<file path="config.mk">
export PLATFORM = sky130hd
export DESIGN_NAME = booth_seq_mul
export DESIGN_NICKNAME = d
export VERILOG_FILES = /design/src/rtl/booth_pkg.sv /design/src/rtl/booth_r4_digit.sv /design/src/rtl/booth_seq_mul.sv
export SDC_FILE = /design/constraint.sdc
export NUM_CORES = 1
export LEC_CHECK = 0
export ABC_AREA = 1
export ABC_CLOCK_PERIOD_IN_PS = 9400
export CORE_MARGIN = 5
export CORE_UTILIZATION = 66
export CTS_CLUSTER_SIZE = 20
export DETAILED_ROUTE_END_ITERATION = 6
export DONT_BUFFER_PORTS = 1
export PLACE_DENSITY = 0.79
export RECOVER_POWER = 100
export SLEW_MARGIN = 0
export SYNTH_ARGS = -nofsm -noshare
export SYNTH_HDL_FRONTEND = slang
export SYNTH_SLANG_ARGS = --single-unit
</file>
<file path="constraint.sdc">
create_clock -name clk -period 9.4 [get_ports clk]
set_clock_uncertainty 0.1 [all_clocks]
set_input_delay 1.41 -clock clk [delete_from_list [all_inputs] [get_ports clk]]
set_output_delay 1.41 -clock clk [all_outputs]
set_load 0.03 [all_outputs]
</file>
<file path="src/rtl/booth_pkg.sv">
// Shared types for the sequential radix-4 Booth multiplier: FSM states,
// recoded digit codes and the window-to-digit recoding function.
package booth_pkg;

  typedef enum logic [1:0] {
    IDLE = 2'd0,
    RUN  = 2'd1,
    DONE = 2'd2
  } state_t;

  localparam logic [2:0] ZERO = 3'd0;
  localparam logic [2:0] P1   = 3'd1;
  localparam logic [2:0] P2   = 3'd2;
  localparam logic [2:0] M1   = 3'd3;
  localparam logic [2:0] M2   = 3'd4;

  // Window is {b[2k+1], b[2k], b[2k-1]}.
  function automatic logic [2:0] booth_recode(input logic [2:0] window);
    logic [2:0] code;
    case (window)
      3'b001, 3'b010: code = P1;
      3'b011:         code = P2;
      3'b100:         code = M2;
      3'b101, 3'b110: code = M1;
      default:        code = ZERO;
    endcase
    return code;
  endfunction

endpackage

</file>
<file path="src/rtl/booth_r4_digit.sv">
// Combinational radix-4 Booth partial-product generator: maps one 3-bit
// multiplier window onto 0, +-a_x or +-2a_x as a (WIDTH+3)-bit signed value.
module booth_r4_digit
  import booth_pkg::*;
#(
  parameter int WIDTH = 32
) (
  input  logic [2:0]       window,
  input  logic [WIDTH+1:0] a_x,
  output logic [WIDTH+2:0] pp
);

  logic [WIDTH+2:0] a_s;
  logic [WIDTH+2:0] a_s2;
  logic [2:0]       code;

  // One extra sign bit keeps +-2a_x representable for unsigned operands too.
  assign a_s  = {a_x[WIDTH+1], a_x};
  assign a_s2 = {a_s[WIDTH+1:0], 1'b0};
  assign code = booth_recode(window);

  always_comb begin
    pp = '0;
    case (code)
      P1:      pp = a_s;
      P2:      pp = a_s2;
      M1:      pp = -a_s;
      M2:      pp = -a_s2;
      default: pp = '0;
    endcase
  end

endmodule

</file>
<file path="src/rtl/booth_seq_mul.sv">
// Iterative radix-4 Booth multiplier: one recoded digit per clock through a
// single adder, signed/unsigned mode, start/busy/done handshake.
module booth_seq_mul
  import booth_pkg::*;
#(
  parameter int WIDTH = 32
) (
  input  logic                 clk,
  input  logic                 reset,
  input  logic                 start,
  input  logic                 is_signed,
  input  logic [WIDTH-1:0]     a,
  input  logic [WIDTH-1:0]     b,
  output logic                 busy,
  output logic                 done,
  output logic [2*WIDTH-1:0]   product
);

  localparam int DIGITS = WIDTH / 2 + 1;
  localparam int ACC_W  = 2 * WIDTH + 4;
  localparam int CNT_W  = $clog2(DIGITS);
  localparam logic [CNT_W-1:0] LAST_DIGIT = CNT_W'(DIGITS - 1);

  state_t               state_reg;
  logic [CNT_W-1:0]     counter_reg;
  logic [WIDTH+1:0]     a_x_reg;
  logic [WIDTH+2:0]     b_sh_reg;
  logic [ACC_W-1:0]     acc_reg;
  logic                 busy_reg;
  logic                 done_reg;
  logic [2*WIDTH-1:0]   product_reg;

  logic                 ext_a;
  logic                 ext_b;
  logic [WIDTH+2:0]     pp;
  logic [ACC_W-1:0]     pp_ext;
  logic [ACC_W-1:0]     pp_shifted;
  logic [ACC_W-1:0]     sum;
  logic [CNT_W:0]       shamt;

  assign ext_a = is_signed & a[WIDTH-1];
  assign ext_b = is_signed & b[WIDTH-1];

  // The multiplier is kept as a shift register so the current window is
  // always its three low bits; b_x[-1] = 0 enters as the LSB at capture.
  booth_r4_digit #(
    .WIDTH (WIDTH)
  ) u_digit (
    .window (b_sh_reg[2:0]),
    .a_x    (a_x_reg),
    .pp     (pp)
  );

  assign pp_ext     = {{(ACC_W - (WIDTH + 3)){pp[WIDTH+2]}}, pp};
  assign shamt      = {counter_reg, 1'b0};
  assign pp_shifted = pp_ext << shamt;
  assign sum        = acc_reg + pp_shifted;

  always_ff @(posedge clk or posedge reset) begin
    if (reset) begin
      state_reg   <= IDLE;
      counter_reg <= '0;
      a_x_reg     <= '0;
      b_sh_reg    <= '0;
      acc_reg     <= '0;
      busy_reg    <= 1'b0;
      done_reg    <= 1'b0;
      product_reg <= '0;
    end else begin
      case (state_reg)
        IDLE, DONE: begin
          done_reg <= 1'b0;
          if (start) begin
            a_x_reg     <= {ext_a, ext_a, a};
            b_sh_reg    <= {ext_b, ext_b, b, 1'b0};
            counter_reg <= '0;
            acc_reg     <= '0;
            busy_reg    <= 1'b1;
            state_reg   <= RUN;
          end else begin
            busy_reg  <= 1'b0;
            state_reg <= IDLE;
          end
        end
        RUN: begin
          acc_reg     <= sum;
          b_sh_reg    <= {2'b00, b_sh_reg[WIDTH+2:2]};
          counter_reg <= counter_reg + 1'b1;
          if (counter_reg == LAST_DIGIT) begin
            product_reg <= sum[2*WIDTH-1:0];
            busy_reg    <= 1'b0;
            done_reg    <= 1'b1;
            state_reg   <= DONE;
          end
        end
        default: begin
          busy_reg  <= 1'b0;
          done_reg  <= 1'b0;
          state_reg <= IDLE;
        end
      endcase
    end
  end

  assign busy    = busy_reg;
  assign done    = done_reg;
  assign product = product_reg;

endmodule

</file>
## Word level (Yosys, flattened, before mapping)

Index checks and enable logic that the tools add are counted.
Widths: inputs -> output; s select.

- Add/subtract/negate cells: 4
- Multiplexer cells: 16
- Shift-type cells: 1
- Bitwise gates (word level): 2
- Eq/ne operators: 15
- Reduce and logical (&&, ||, !) cells: 8

Operators with widths:

| operator | number |
|---|---|
| $pmux 35 s4 | 1 |
| $pmux 68 s2 | 1 |
| $neg 35->35 | 2 |
| $pmux 35 s2 | 1 |
| $add 68x68->68 | 1 |
| $mux 68 | 1 |
| $shl 68x6->68 | 1 |
| $mux 35 | 1 |
| $eq 3x2->1 const B | 4 |
| $eq 3x3->1 const B | 4 |
| $pmux 3 s4 | 1 |
| $pmux 5 s2 | 1 |
| $eq 3x1->1 const B | 2 |
| $reduce_and 2->1 | 3 |
| $reduce_or 2->1 | 3 |
| $add 5x1->5 const B | 1 |
| $eq 5x5->1 const B | 1 |
| $mux 1 | 5 |
| $mux 5 | 1 |
| $ne 2x2->1 const B | 2 |
| $pmux 2 s2 | 1 |
| $and 1x1->1 | 2 |
| $eq 2x1->1 const B | 1 |
| $eq 2x2->1 const B | 1 |
| 4 further kinds | 4 |

- Logic and storage cells: 54
- Register bits after elaboration: 209
- Input port bits: 68

## Logic depth before layout (Yosys ltp)

Gate-level depths: netlist of the first run.

- Depth after elaboration: 8
- Depth in mapped cells: 34
- Mapped depth without buffers: 33

## Modules after synthesis

From an unflattened synthesis of the first run, not the netlist that was laid out.

- Cells, all modules: 2751
- Area, all modules: 16993.8 sq um

Modules (own cells, without submodules):

| module | area each (sq um) | instances | cells an instance |
|---|---|---|---|
| booth_seq_mul | 15014.4 | 1 | 2354 |
| booth_r4_digit | 1979.4 | 1 | 397 |

## Least setup slack after synthesis of the first run

OpenSTA, ideal clock, no wires.

- Kind: reg2reg
- Start point: reg a_x_reg[0]
- End point: reg acc_reg[60]
- Arrival time: 3.752 ns
- Stages on the path, launching flop included: 28
- Required time: 9.164 ns
- Path slack: 5.412 ns
- Clock period less this slack: 3.988 ns
- Path buffers: 0
- Path through: dfrtp_1 > inv_1 > ha_1 > nand2_4 > nor2_8 > nand4_1 > nand3_1 > nand3_1 > o21ai_1 > nand2_1 > o21ai_1 > or2_1 > nand3_1 > o21ai_1 > nor2_1 > ha_1 > a21o_1 > a21oi_1 > o21ai_0 > a21oi_1 > nand3_1 > nand2_1 > o211ai_1 > nand3_1 > inv_1 > a21oi_1 > xor2_1 > o21ai_0

- Longest elaborated chain between the ends: 5

RTL lines:

| what | line | RTL |
|---|---|---|
| start: declaration | booth_seq_mul.sv:26 | `logic [WIDTH+1:0] a_x_reg;` |
| start signal: assignment | booth_seq_mul.sv:74 | `a_x_reg <= {ext_a, ext_a, a};` |
| $neg 35->35 (on tied branches) | booth_r4_digit.sv:27, booth_r4_digit.sv:28 |  |
| $pmux 35 s4 * | booth_r4_digit.sv:24 | `case (code)` |
| $shl 68x6->68 * | booth_seq_mul.sv:56 | `assign pp_shifted = pp_ext << shamt;` |
| $add 68x68->68 * | booth_seq_mul.sv:57 | `assign sum = acc_reg + pp_shifted;` |
| $pmux 68 s2 * | booth_seq_mul.sv:70 | `case (state_reg)` |
| end signal: assignment | booth_seq_mul.sv:86 | `acc_reg <= sum;` |
| end: declaration | booth_seq_mul.sv:28 | `logic [ACC_W-1:0] acc_reg;` |

Mark *: on every way between the ends. The rest lies on a longest branch, timed or not.
A chain may end at the register's enable or synchronous reset.

## Worst setup path after layout of the first run

- Start point: reg counter_reg[2]
- End point: reg product_reg[46], in the netlist product[46]

- Longest elaborated chain between the ends: 2

RTL lines:

| what | line | RTL |
|---|---|---|
| start: declaration | booth_seq_mul.sv:25 | `logic [CNT_W-1:0] counter_reg;` |
| start signal: assignment | booth_seq_mul.sv:88 | `counter_reg <= counter_reg + 1'b1;` |
| $shl 68x6->68 / $eq 5x5->1 (equally long branches) | booth_seq_mul.sv:56, booth_seq_mul.sv:89 |  |
| $add 68x68->68 / $reduce_and 2->1 (equally long branches) | - |  |
| end signal: assignment | booth_seq_mul.sv:90 | `product_reg <= sum[2*WIDTH-1:0];` |
| end: declaration | booth_seq_mul.sv:31 | `logic [2*WIDTH-1:0] product_reg;` |

Several ways; a longest one is shown, not always the timed one.

==> results of run 1 <==
[through the flow]
step / cells / cell area, µm² / hold WS [ns] / setup slack, ns
2_1_floorplan: 2379 / 15900 / 0.352 / 2.38
3_3_place_gp: 2613 / 16000 / 0.369 / 3.78
3_5_place_dp: 2613 / 16000 / 0.378 / 3.75
4_1_cts: 2652 / 16700 / 0.392 / 3.70
5_1_grt: 2652 / 16700 / 0.421 / 1.81
6_report: 2653 / 16700 / 0.397 / 2.16
[cell usage in the layout (no fill, tap or decap), types with 14 or more instances in the layout]
master | netlist | layout
o221ai_1 | 27 | 27
nor2_1 | 194 | 194
a31oi_1 | 42 | 42
nand2_1 | 677 | 677
ha_1 | 66 | 66
inv_1 | 236 | 234
nand4_1 | 20 | 20
xnor2_1 | 22 | 22
o21ai_0 | 160 | 175
nand3_1 | 223 | 224
xor2_1 | 25 | 25
nand3b_1 | 17 | 17
dfrtp_1 | 202 | 202
a21oi_1 | 91 | 94
clkbuf_16 | 0 | 23
nor3_1 | 16 | 16
clkbuf_1 | 65 | 14
o22ai_1 | 23 | 23
o21ai_1 | 75 | 60
[Yosys cell counts, drive strengths merged, types with 6 or more instances]
cell type	number	area [µm²]
a21oi	97	508
a31oi	42	263
a32o	10	100
buf	36	176
clkbuf	65	244
dfrtp	202	5050
ha	66	826
inv	245	920
nand2	694	2670
nand3	227	1160
nand3b	17	128
nand4	20	125
nor2	213	895
nor3	16	80.1
o2111ai	13	114
o211ai	6	45.0
o21ai	239	1210
o21bai	10	75.1
o221ai	27	236
o22ai	23	144
o31ai	7	52.6
or2	19	119
xnor2	22	193
xor2	27	251
[logic make-up (layout without fill, tap and decap cells)]
family	count (synthesis)	in the layout
xor+xnor	49	49
simple gates	1212	1212
other cells	0	1
mux	5	5
flops	202	202
fa+ha+maj	67	67
buf+inv	349	303
compound gates	495	495
[layout make-up]
cell class / count / area share
clock buffers: 32 / 0.0395
diodes: 1 / 0.000150
well taps: 319 / 0.0239
inverters: 248 / 0.0559
flip-flops and latches: 202 / 0.303
multi-input cells: 1828 / 0.566
repair buffers: 16 / 0.00495
clock inverters: 7 / 0.00623
[routing by layer]
metal,track usage,part of all wire
met5,0,0
met2,0.626,0.46
met1,0.502,0.38
met3,0.0807,0.11
met4,0.167,0.053
[worst max-delay path, delay by kind of cell (launching register included)]
family,cells,cell delay (ns)
fa+ha+maj,1,0.42
compound gates,4,1.62
flops,1,0.32
simple gates,10,1.36
xor+xnor,1,0.29
buf+inv,4,3.05
[how the worst max path moves through the flow]
stage | end | slack [ns] | start
after global routing | product[46] | 1.81 | counter_reg[2]
after global placement | product[46] | 3.78 | b_sh_reg[2]
final | product[46] | 2.16 | counter_reg[2]
after CTS | product[49] | 3.70 | b_sh_reg[2]
after detailed placement | product[46] | 3.75 | b_sh_reg[2]
after floorplan | a_x_reg[0] | 2.38 | reset
==> results.py, run 1 <==
metrics = {
    "placed_design": {
        "placement.io_buffers": 0,
        "dpl.hpwl_um": 40100,
        "gp_congestion": 1.08,
    },
    "clock_network": {
        "cts_setup_buffers": 0,
        "h-tree-depth": 1,
        "path_clk_slew_ns": 0.05,
        "clock-sinks": 202,
        "numCtsBuffers": 23,
        "post_cts_resized": 0,
        "clock_latency_ns": 0.54,
        "cts_max_path_buffers": 3,
        "cts_hold_buf": 0,
        "root_buffer": "clkbuf_16",
        "cts_tree": "done",
    },
    "floorplanning": {
        "coreArea_um2": 23500,
        "floorplan.rows": 56,
        "die_h_um": 165,
        "die_w_um": 165,
        "die-area_um2": 27200,
        "num_io_pins": 134,
        "initial_core_util": 0.674,
    },
    "final_layout": {
        "multi_input_area_um2": 9440,
        "num-fill-cells": 2019,
        "area_delta_synth_final_pct": 5.12,
        "seq_area_um2": 5050,
        "drive_above_1_share": 0.0446,
        "num-nets-final": 2454,
        "final_util": 0.708,
    },
    "setup_path": {
        "crit_path_cell_trace": "clkbuf_1 -> clkinv_1 -> clkbuf_1 -> nand2_1 -> nand2_1 -> o21ai_0 -> nor2_1 -> ha_1 -> nand2_1 -> nor2_1 -> inv_1 -> nor2_1 -> nand3_1 -> o21ai_0 -> nand2_1 -> a31oi_1 -> a21oi_1 -> xnor2_1 -> nand2_1 -> nand2_1",
        "end_kind": "register",
        "worstPathRequired_ns": 9.77,
        "setup.worst_path.start_class": "register",
        "regToRegSetupSlack_ns": 2.16,
        "critPathArrivalTime_ns": 7.60,
        "criticalPathCategory": "reg -> reg",
        "cpPeakStageDelay_ns": 1.26,
        "path_common_cell": "nand2_1",
        "reg2regPathDepth": 20,
        "r2r-end": "product[46]",
        "rr_startpoint": "counter_reg[2]",
        "cp_slowest_cell": "clkbuf_1",
        "cp_max_fo": 42,
    },
    "logic_synthesis": {
        "synth_simple_gate_area_share": 0.328,
        "synth-main-ff-cell": "dfrtp_1",
        "syn_area_per_cell_um2": 6.67,
        "synth_cell_types": 53,
        "synthAdderAreaFrac": 0.0533,
        "synth_edf_count": 0,
        "async_reset_ff_frac": 1.00,
        "synth-compound-area-share": 0.184,
        "ys_warn_count": 0,
        "synthCells": 2379,
        "synth-xor-area-share": 0.0280,
        "seq_area_frac_synth": 0.319,
        "muxShareOfSynthArea": 0.00315,
        "syn-num-nets": 2514,
        "synth-seq-cells": 202,
        "synth_top_family_by_area": "simple AND/OR/NAND/NOR gates",
        "synth.cell_area_um2": 15900,
    },
    "global_routing": {
        "grt_pass1_vias": 15900,
        "overflow": 0,
        "grt_pass1_wl_um": 83400,
        "grt_usage": 0.386,
        "antenna_found_initial": 0,
        "grt_max_degree": 106,
    },
    "route": {
        "routedWlPerCell_um": 20.2,
        "via_per_inst": 6.34,
        "ant_nets": 0,
        "drc_errors": 0,
        "drt_pass1_iterations": 6,
        "wl_um": 53500,
        "vias": 16800,
        "drt-initial-drc-count": 2389,
    },
    "timing": {
        "finalCritPeriodShare": 0.770,
        "drv_slew": 519,
        "rsz0062_at_grt": "no",
        "period_minus_slack_ns": 7.24,
        "worstMarginPinSlew_ns": 3.68,
        "max_freq_ghz": 0.138,
        "finalSetupViolCount": 0,
        "finalSetupTns_ns": 0,
        "slew_headroom": -1.45,
        "final_hold_viol_count": 0,
    },
    "status": {
        "violations": "capacitance limit, slew limit",
        "status": "finished, violations left",
    },
    "worst_hold_path": {
        "hold_class": "reg -> reg",
        "min_from": "acc_reg[48]",
        "hold_depth": 2,
        "hold-path-endpoint": "acc_reg[48]",
    },
    "run": {
        "maxCapViolCount": 9,
    },
}
Power of run 1 is not shown: default switching activity piles up to over one toggle a cycle in this logic, so the estimate is an artifact.
==> inputs of run 2 (changes only) <==
- ABC_CLOCK_PERIOD_IN_PS: 9400 -> 6760
- clock period: 9.4 -> 6.76 ns (I/O delays scaled with it)
==> run 2 against run 1 <==
The run still ends with capacitance limit, slew limit left. Highest routed layer is now met5. Die area is the same. Register-to-register slack lost 1.7 ns. Setup slack lost 1.7 ns. Flip-flop and latch count is the same. Wire length grew 1.5%. Fmax grew 15%. Global-route usage grew 1.2 points. Non-clock buffer count grew 6. Cell count grew 0.15%. Cell area shrank 0.12%. Core utilization shrank 0.085 points. Hold slack lost 0.0041 ns.
==> results.py, run 2 (same netlist as run 1, synthesis figures left out) <==
metrics = {
    "timing": {
        "slew_headroom": -2.44,
        "worstMarginPinSlew_ns": 5.16,
        "worst_slack_ns": 0.457,
        "drv_slew": 267,
        "max_freq_ghz": 0.159,
        "finalSetupTns_ns": 0,
        "rsz0062_at_grt": "no",
        "finalSetupViolCount": 0,
        "period_minus_slack_ns": 6.30,
        "final_hold_viol_count": 0,
        "finalCritPeriodShare": 0.932,
    },
    "floorplanning": {
        "floorplan.rows": 56,
        "die-area_um2": 27200,
        "coreArea_um2": 23500,
        "initial_core_util": 0.674,
        "die_w_um": 165,
        "die_h_um": 165,
        "num_io_pins": 134,
    },
    "final_layout": {
        "stdcell_count": 2657,
        "drive_above_1_share": 0.0509,
        "diodes": 0,
        "num-nets-final": 2458,
        "num-fill-cells": 2014,
        "final_cell_mix": "nand2_1, inv_1, nand3_1, dfrtp_1, nor2_1",
        "multi_input_area_um2": 9460,
        "seq_area_um2": 5050,
        "area_delta_synth_final_pct": 4.99,
        "mostFrequentLayoutCell": "nand2_1",
    },
    "worst_hold_path": {
        "min_from": "b_sh_reg[32]",
        "hold_class": "reg -> reg",
        "hold-path-endpoint": "b_sh_reg[32]",
        "hold_depth": 2,
    },
    "global_routing": {
        "antenna_found_initial": 1,
        "grt_max_degree": 136,
        "grt_pass1_vias": 16200,
        "grt_pass1_wl_um": 85600,
        "grt_usage": 0.398,
        "overflow": 0,
    },
    "placed_design": {
        "placement.io_buffers": 0,
        "gp_congestion": 1.07,
        "place_ws_ns": 1.16,
        "dpl.hpwl_um": 41100,
        "dp_cells": 2619,
    },
    "route": {
        "ant_nets": 0,
        "drt-initial-drc-count": 2246,
        "drt_pass1_iterations": 7,
        "drc_errors": 0,
        "via_per_inst": 6.38,
        "wl_um": 54300,
        "vias": 17000,
        "routedWlPerCell_um": 20.4,
    },
    "setup_path": {
        "reg2regPathDepth": 10,
        "critPathArrivalTime_ns": 6.54,
        "setup.worst_path.start_class": "register",
        "worstPathRequired_ns": 7.00,
        "rr_startpoint": "state_reg[0]",
        "end_kind": "register",
        "regToRegSetupSlack_ns": 0.46,
        "r2r-end": "product[5]",
        "cp-startpoint": "state_reg[0]",
        "criticalPathCategory": "reg -> reg",
        "cp_max_fo": 105,
    },
    "clock_network": {
        "path_clk_slew_ns": 0.07,
        "h-tree-depth": 1,
        "cts_setup_buffers": 0,
        "cts_hold_buf": 0,
        "clock_latency_ns": 0.53,
        "post_cts_resized": 0,
        "cts_max_path_buffers": 3,
        "cts_tree": "done",
        "root_buffer": "clkbuf_16",
        "clock-sinks": 202,
        "numCtsBuffers": 21,
    },
    "status": {
        "violations": "capacitance limit, slew limit",
        "status": "finished, violations left",
    },
    "run": {
        "maxCapViolCount": 3,
    },
}
==> run 2: cell count changes in the layout (fill, tap and decap cells not counted), sizes merged, moves of 2 or more <==
cell and delta:
buf +11, clkbuf -11, clkinv +5, inv +2
==> run 2: worst max path at each step <==
stage,end,cells past startpoint
global placement,product[49],30
global route,product[49],31
detailed placement,product[46],30
CTS,product[58],32
finish,product[5],10
floorplan,a_x_reg[0],1
==> run 2: layout make-up <==
| cell class | count | share of cell area |
|---|---|---|
| repair buffers | 22 | 0.00901 |
| well taps | 319 | 0.0240 |
| clock inverters | 12 | 0.00533 |
| inverters | 248 | 0.0559 |
| multi-input cells | 1828 | 0.568 |
| clock buffers | 26 | 0.0345 |
| flip-flops and latches | 202 | 0.303 |
==> run 2: through the flow <==
step                       util  hold WS, ns  area [µm²]
after floorplan               -        0.352       15900
after detailed placement  0.680        0.375       16000
after global placement    0.680        0.371       16000
after CTS                 0.709        0.390       16700
after global routing      0.708        0.419       16700
final                     0.708        0.393       16700
==> run 2: worst max-delay path: stages (launching register included) <==
cell and delay, ns:
dfrtp_1 0.55, inv_1 0.20, nor2_2 0.11, clkbuf_1 1.35, inv_1 1.11, nor2_1 1.17
buf_4 0.40, inv_1 0.07, clkbuf_4 0.57, nand2_1 0.26, o21ai_0 0.15
==> run 2: metal layers <==
| metal | GRT usage | up-vias | routed length, µm |
|---|---|---|---|
| met5 | 0 | - | 12 |
| met3 | 0.0864 | 207 | 5550 |
| met4 | 0.157 | 2 | 2560 |
| met2 | 0.647 | 1062 | 25000 |
| li1 | - | 7835 | - |
| met1 | 0.520 | 7850 | 21200 |
Power of run 2 is left out for the same reason.
